**config.mk**
```make
export PLATFORM = sky130hd
export DESIGN_NAME = pitch_tracker
export DESIGN_NICKNAME = d
export VERILOG_FILES = /design/src/rtl/pitch_pkg.sv /design/src/rtl/seq_divider.sv /design/src/rtl/pitch_tracker.sv
export SDC_FILE = /design/constraint.sdc
export NUM_CORES = 1
export LEC_CHECK = 0
export ABC_AREA = 1
export BUFFER_PORTS_ARGS = -buffer_cell sky130_fd_sc_hd__buf_2
export CAP_MARGIN = 40
export CELL_PAD_IN_SITES_DETAIL_PLACEMENT = 1
export CELL_PAD_IN_SITES_GLOBAL_PLACEMENT = 2
export CORE_ASPECT_RATIO = 2
export CORE_UTILIZATION = 37
export DETAILED_ROUTE_END_ITERATION = 16
export PLACE_DENSITY = 0.8
export SLEW_MARGIN = 20
export SYNTH_ARGS = -nofsm -noshare
export SYNTH_HDL_FRONTEND = slang
export SYNTH_HIERARCHICAL = 1
export SYNTH_SLANG_ARGS = --single-unit
```
**constraint.sdc**
```tcl
create_clock -name clk_in -period 4.4 [get_ports clk_in]
set_clock_uncertainty 0.15 [all_clocks]
set_input_delay 0.44 -clock clk_in [delete_from_list [all_inputs] [get_ports clk_in]]
set_output_delay 0.44 -clock clk_in [all_outputs]
set_load 0.05 [all_outputs]
```
**src/rtl/pitch_pkg.sv**
```systemverilog
// Shared types and sizing for the pitch tracker: FSM state encoding,
// default sample/phase widths and the period counter width.
package pitch_pkg;

    localparam int AUDIO_W_DEF = 11;
    localparam int PHASE_W_DEF = 32;
    localparam int CNT_W       = 12;

    typedef enum logic [1:0] {
        IDLE   = 2'd0,
        DIVIDE = 2'd1,
        DONE   = 2'd2
    } state_e;

endpackage

```
**src/rtl/seq_divider.sv**
```systemverilog
// Restoring divider computing floor(2^Q_W / divisor), one quotient bit per clock.
// A divisor of 1 naturally produces all ones, i.e. the saturated result.
module seq_divider #(
    parameter int DIV_W = 12,
    parameter int Q_W   = 32
) (
    input  logic             clk_in,
    input  logic             rst_in,
    input  logic             start_in,
    input  logic             abort_in,
    input  logic [DIV_W-1:0] divisor_in,
    output logic             busy_out,
    output logic             done_out,
    output logic [Q_W-1:0]   quotient_out
);

    localparam int IT_W = $clog2(Q_W + 1);

    logic             busy_q, busy_d;
    logic             done_q, done_d;
    logic [IT_W-1:0]  iter_q, iter_d;
    logic [DIV_W-1:0] divisor_q, divisor_d;
    logic [DIV_W-1:0] rem_q, rem_d;
    logic [Q_W-1:0]   quot_q, quot_d;
    logic [DIV_W:0]   rem_shift;

    always_comb begin
        busy_d    = busy_q;
        done_d    = 1'b0;
        iter_d    = iter_q;
        divisor_d = divisor_q;
        rem_d     = rem_q;
        quot_d    = quot_q;
        rem_shift = {rem_q, 1'b0};
        if (abort_in) begin
            busy_d = 1'b0;
        end else if (start_in) begin
            // The leading 1 of the dividend 2^Q_W is preloaded into the remainder;
            // the remaining Q_W dividend bits are all zero.
            busy_d    = 1'b1;
            iter_d    = '0;
            divisor_d = divisor_in;
            rem_d     = {{(DIV_W-1){1'b0}}, 1'b1};
            quot_d    = '0;
        end else if (busy_q) begin
            if (rem_shift >= {1'b0, divisor_q}) begin
                rem_d  = DIV_W'(rem_shift - {1'b0, divisor_q});
                quot_d = {quot_q[Q_W-2:0], 1'b1};
            end else begin
                rem_d  = rem_shift[DIV_W-1:0];
                quot_d = {quot_q[Q_W-2:0], 1'b0};
            end
            iter_d = iter_q + 1'b1;
            if (iter_q == IT_W'(Q_W - 1)) begin
                busy_d = 1'b0;
                done_d = 1'b1;
            end
        end
    end

    always_ff @(posedge clk_in or negedge rst_in) begin
        if (!rst_in) begin
            busy_q <= 1'b0;
            done_q <= 1'b0;
            iter_q <= '0;
        end else begin
            busy_q <= busy_d;
            done_q <= done_d;
            iter_q <= iter_d;
        end
    end

    always_ff @(posedge clk_in) begin
        divisor_q <= divisor_d;
        rem_q     <= rem_d;
        quot_q    <= quot_d;
    end

    assign busy_out     = busy_q;
    assign done_out     = done_q;
    assign quotient_out = quot_q;

endmodule

```
**src/rtl/pitch_tracker.sv**
```systemverilog
// Zero-crossing pitch tracker producing a synthesizer phase increment.
// Define PITCH_TRACKER_SMOOTH_EN to average the last two accepted periods.
module pitch_tracker
    import pitch_pkg::*;
#(
    parameter int AUDIO_W    = AUDIO_W_DEF,
    parameter int PHASE_W    = PHASE_W_DEF,
    parameter int MIDPOINT   = 1024,
    parameter int HYST       = 16,
    parameter int MIN_PERIOD = 8,
    parameter int MAX_PERIOD = 4095
) (
    input  logic               clk_in,
    input  logic               rst_in,
    input  logic [AUDIO_W-1:0] audio_in,
    input  logic               audio_valid_in,
    output logic [PHASE_W-1:0] phase_incr_out,
    output logic               phase_valid_out,
    output logic               locked_out
);

    localparam logic [AUDIO_W:0] HI_TH = (AUDIO_W+1)'(MIDPOINT + HYST);
    localparam logic [AUDIO_W:0] LO_TH = (AUDIO_W+1)'(MIDPOINT - HYST);

    logic [AUDIO_W-1:0] smp_q;
    logic               smp_vld_q;
    logic               armed_q, armed_d;
    logic               running_q, running_d;
    logic [CNT_W-1:0]   count_q, count_d;
    state_e             state_q, state_d;
    logic [PHASE_W-1:0] incr_q, incr_d;
    logic               locked_q, locked_d;

    logic               crossing;
    logic               timeout;
    logic               accept;
    logic [CNT_W-1:0]   divisor;
    logic               div_start, div_abort, div_busy, div_done;
    logic [PHASE_W-1:0] div_quot;

    // Input stage: one register on the sample and its strobe.
    always_ff @(posedge clk_in) begin
        smp_q <= audio_in;
    end

    always_comb begin
        crossing  = smp_vld_q && armed_q && ({1'b0, smp_q} >= HI_TH);
        // The count never exceeds MAX_PERIOD: reaching it without a crossing times out.
        timeout   = smp_vld_q && running_q && !crossing && (count_q == CNT_W'(MAX_PERIOD));
        accept    = crossing && running_q && (count_q >= CNT_W'(MIN_PERIOD))
                    && (state_q == IDLE) && !div_busy;
        armed_d   = armed_q;
        running_d = running_q;
        count_d   = count_q;
        if (smp_vld_q) begin
            if (crossing) begin
                armed_d = 1'b0;
            end else if ({1'b0, smp_q} <= LO_TH) begin
                armed_d = 1'b1;
            end
        end
        if (crossing) begin
            running_d = 1'b1;
            count_d   = CNT_W'(1);
        end else if (timeout) begin
            running_d = 1'b0;
            count_d   = '0;
        end else if (smp_vld_q && running_q) begin
            count_d = count_q + 1'b1;
        end
    end

`ifdef PITCH_TRACKER_SMOOTH_EN
    logic [CNT_W-1:0] prev_q, prev_d;
    logic             have_prev_q, have_prev_d;
    logic [CNT_W:0]   pair_sum;

    always_comb begin
        pair_sum    = {1'b0, count_q} + {1'b0, prev_q};
        divisor     = have_prev_q ? pair_sum[CNT_W:1] : count_q;
        prev_d      = prev_q;
        have_prev_d = have_prev_q;
        if (accept) begin
            prev_d      = count_q;
            have_prev_d = 1'b1;
        end
        if (timeout) begin
            have_prev_d = 1'b0;
        end
    end

    always_ff @(posedge clk_in or negedge rst_in) begin
        if (!rst_in) begin
            have_prev_q <= 1'b0;
        end else begin
            have_prev_q <= have_prev_d;
        end
    end

    always_ff @(posedge clk_in) begin
        prev_q <= prev_d;
    end
`else
    assign divisor = count_q;
`endif

    always_comb begin
        state_d   = state_q;
        div_start = 1'b0;
        div_abort = 1'b0;
        incr_d    = incr_q;
        locked_d  = locked_q;
        case (state_q)
            IDLE: begin
                if (accept) begin
                    state_d   = DIVIDE;
                    div_start = 1'b1;
                end
            end
            DIVIDE: begin
                if (timeout) begin
                    state_d   = IDLE;
                    div_abort = 1'b1;
                end else if (div_done) begin
                    state_d  = DONE;
                    incr_d   = div_quot;
                    locked_d = 1'b1;
                end
            end
            DONE: begin
                state_d = IDLE;
            end
            default: begin
                state_d = IDLE;
            end
        endcase
        if (timeout) begin
            incr_d   = '0;
            locked_d = 1'b0;
        end
    end

    always_ff @(posedge clk_in or negedge rst_in) begin
        if (!rst_in) begin
            smp_vld_q <= 1'b0;
            armed_q   <= 1'b0;
            running_q <= 1'b0;
            count_q   <= '0;
            state_q   <= IDLE;
            incr_q    <= '0;
            locked_q  <= 1'b0;
        end else begin
            smp_vld_q <= audio_valid_in;
            armed_q   <= armed_d;
            running_q <= running_d;
            count_q   <= count_d;
            state_q   <= state_d;
            incr_q    <= incr_d;
            locked_q  <= locked_d;
        end
    end

    seq_divider #(
        .DIV_W (CNT_W),
        .Q_W   (PHASE_W)
    ) u_div (
        .clk_in       (clk_in),
        .rst_in       (rst_in),
        .start_in     (div_start),
        .abort_in     (div_abort),
        .divisor_in   (divisor),
        .busy_out     (div_busy),
        .done_out     (div_done),
        .quotient_out (div_quot)
    );

    assign phase_incr_out  = incr_q;
    assign phase_valid_out = (state_q == DONE);
    assign locked_out      = locked_q;

endmodule

```
==> key figures <==
Setup path
  • Crit path required time: 4.31 ns
  • Critical path class: reg2reg
  • Crit-path max FO: 36
  • Crit path launch type: flop
  • Worst setup EP type: flop
  • CP arrival: 2.93 ns

Layout
  • Post-route design area: 0.00717 mm^2
  • Fillcell total: 1904
  • Commonest non-fill, non-tap cell in the layout: nand2_1
  • ANT cells: 0
  • Area grow syn2layout: 19.8%
  • Final core occ: 45.4%
  • Layout cells sized above 1: 17.2%
  • Nets: 775
  • Most frequent cells in the layout: nand2_1 (166), inv_1 (108), nor2_1 (83)

CTS
  • CTS Root Cell: clkbuf_16
  • Worst-Skew Late Latency: 0.42 ns
  • CTS tree: done
  • CTS max path bufs: 2
  • Hold buffer count at CTS: 13
  • Worst-path clk slew: 0.06 ns
  • TritonCTS sink count: 125
  • CTS Buf Count: 17
  • Post-CTS Setup Bufs: 0
  • CTS H-tree lvls: 4
  • Post-cts resize count: 0

Timing
  • Post-layout min period: 3.02 ns
  • RSZ-0062 raised after global routing: no
  • Slew margin rel.: 60.9%
  • Final WS setup: 1.38 ns
  • Final setup violation count: 0
  • Setup_tns: 0 ns
  • Hold slack: 0.247 ns
  • Final Hold Viols: 0
  • Final period util: 68.6%
  • Least-Margin Pin Slew: 0.586 ns
  • Fmax: 0.332 GHz
  • Final Max Slew Viols: 0

Drt
  • Vias per cell: 4.84
  • Final wirelength: 15.8 mm
  • Via count: 4637
  • Routed len/inst: 16.5 um
  • ANT nets after route: 0
  • First-pass detailed-route iteration total: 6
  • DRT iter0 DRCs: 90
  • # DRC: 0

Job
  • Max-cap viol count: 0

Synthesis
  • Async set-reset flop share out of synthesis: 46.4%
  • Post-Synthesis Cell Area: 0.00598 mm^2
  • Avg Inst Size Synth: 8.85 um^2
  • Unique masters post-synth: 34
  • Top_reg_cell synth: dfrtp_1
  • Yosys reg bits: 125
  • Post-synth EDFFs: 56
  • Synth Warn #: 6
  • Cells after Synth: 676
  • Synth Net Count: 706
  • Part of the Yosys area used for sequential elements: 56.0%

Place
  • DP Worst Slack: 1.38 ns
  • Final HPWL DP: 11.4 mm
  • Port Buffers: 47
  • GPL Wtd Cong: 0.801
  • Area after DPL: 0.00643 mm^2

Worst hold path
  • Hold Crit Class: in2async

Status
  • Status: finished, final reports clean

Floorplanning
  • I/O pin total: 48
  • Starting Density: 37.9%
  • Row cnt: 65
  • Core area: 0.0158 mm^2
  • Die height: 182 um
  • Die ar.: 0.0167 mm^2
  • Die width: 91.9 um

Global routing
  • Initial antenna violation count: 0
  • Overflow after GRT: 0
  • Largest net degree at the start of global routing: 37
  • Number of global-route vias before repair: 5098
  • Tot GR Track Use: 20.4%
  • First-pass GRT wire length: 25.7 mm

Pwr
  • Max IR drop VDD: 0.000343 V
  • Pleak: 3.67 nW
  • Cell Pwr Density: 601 mW/mm^2
-- critical path, stage by stage, from the launching register on --
cell and delay (ns):
dfrtp_1 0.42, ha_1 0.26, nand2_1 0.08, inv_1 0.07
nand2_2 0.10, nor2_4 0.06, nand2_4 0.32, nor2_1 0.08
inv_1 0.08, nand2_1 0.13, nand2_2 0.39, buf_4 0.48
-- state kept, by name, summed over array words and instances, names as in the netlist --
| register | cells |
|---|---|
| phase_incr_out | 32 |
| smp_q | 11 |
| u_div/busy_out | 1 |
| u_div/iter_q | 6 |
| smp_vld_q | 1 |
| u_div/divisor_q | 12 |
| locked_out | 1 |
| armed_q | 1 |
| running_q | 1 |
| u_div/quotient_out | 32 |
| u_div/rem_q | 12 |
| count_q | 12 |
| u_div/done_out | 1 |
| state_q | 2 |
-- synthesized netlist by cell type (all sizes together) (5+ instances only) --
master	n	share of area [%]
a21oi	10	1.0
buf	8	1.2
clkbuf	8	0.50
dfrtp	58	24
dfxtp	11	3.7
edfxtp	56	28
ha	15	3.1
inv	113	7.1
nand2	188	13
nand3	60	5.3
nand4	12	1.4
nor2	100	7.3
nor3	5	0.42
o21ai	13	1.1
xor2	5	0.73
-- power by group --
part,switching (mW),internal (mW),total [mW]
registers,0.157,1.57,1.72
clock network,0.512,0.900,1.41
logic,0.788,0.383,1.17
total,1.46,2.85,4.31
-- per-stage QoR --
step / instances / total power, mW
finish: 959 / 4.31
global route: 959 / 4.58
CTS: 958 / 4.36
detailed placement: 913 / 2.92
global placement: 912 / 2.87
floorplan: 676 / 2.58
-- cell type report --
type                    instances  area, um^2  share of cell area [%]
clock buffers                  20         447                    6.23
clock inverters                12         145                    2.02
inverters                     114         429                    5.99
multi-input cells             421        2100                    29.3
flip-flops and latches        125        3350                    46.8
well taps                     201         251                    3.51
repair buffers                 66         443                    6.18
-- cells by family after synthesis --
| group | share of synthesized area, % |
|---|---|
| AOI/OAI and AO/OA | 2.34 |
| xor gates and xnor gates | 1.17 |
| adders and majority gates | 3.47 |
| buffers and inverters | 8.91 |
| DFF | 56.0 |
| and+or+nand+nor | 28.1 |
-- routing by layer --
layer / up-vias / global-route usage, % / routed length [um]
li1: 2251 / - / -
met1: 2296 / 18.8 / 5570
met2: 63 / 40.9 / 9390
met3: 27 / 3.18 / 249
met4: 0 / 10.6 / 599
met5: - / 0 / 0
-- path summary, 6_finish.rpt --
path / start / endpoint / slack, ns / depth (start not counted)
min in group clk_in: u_div/quotient_out[31] / phase_incr_out[31] / 0.32 / 2
worst min-delay path: rst_in / phase_incr_out[29] / 0.25 / 2
worst max register to register: count_q[0] / u_div/quotient_out[23] / 1.38 / 11
worst min register to register: u_div/quotient_out[31] / phase_incr_out[31] / 0.32 / 2
worst max-delay path: count_q[0] / u_div/quotient_out[23] / 1.38 / 11
max in group asynchronous: rst_in / count_q[3] / 3.23 / 3
Power figures use the tool's default switching activity.
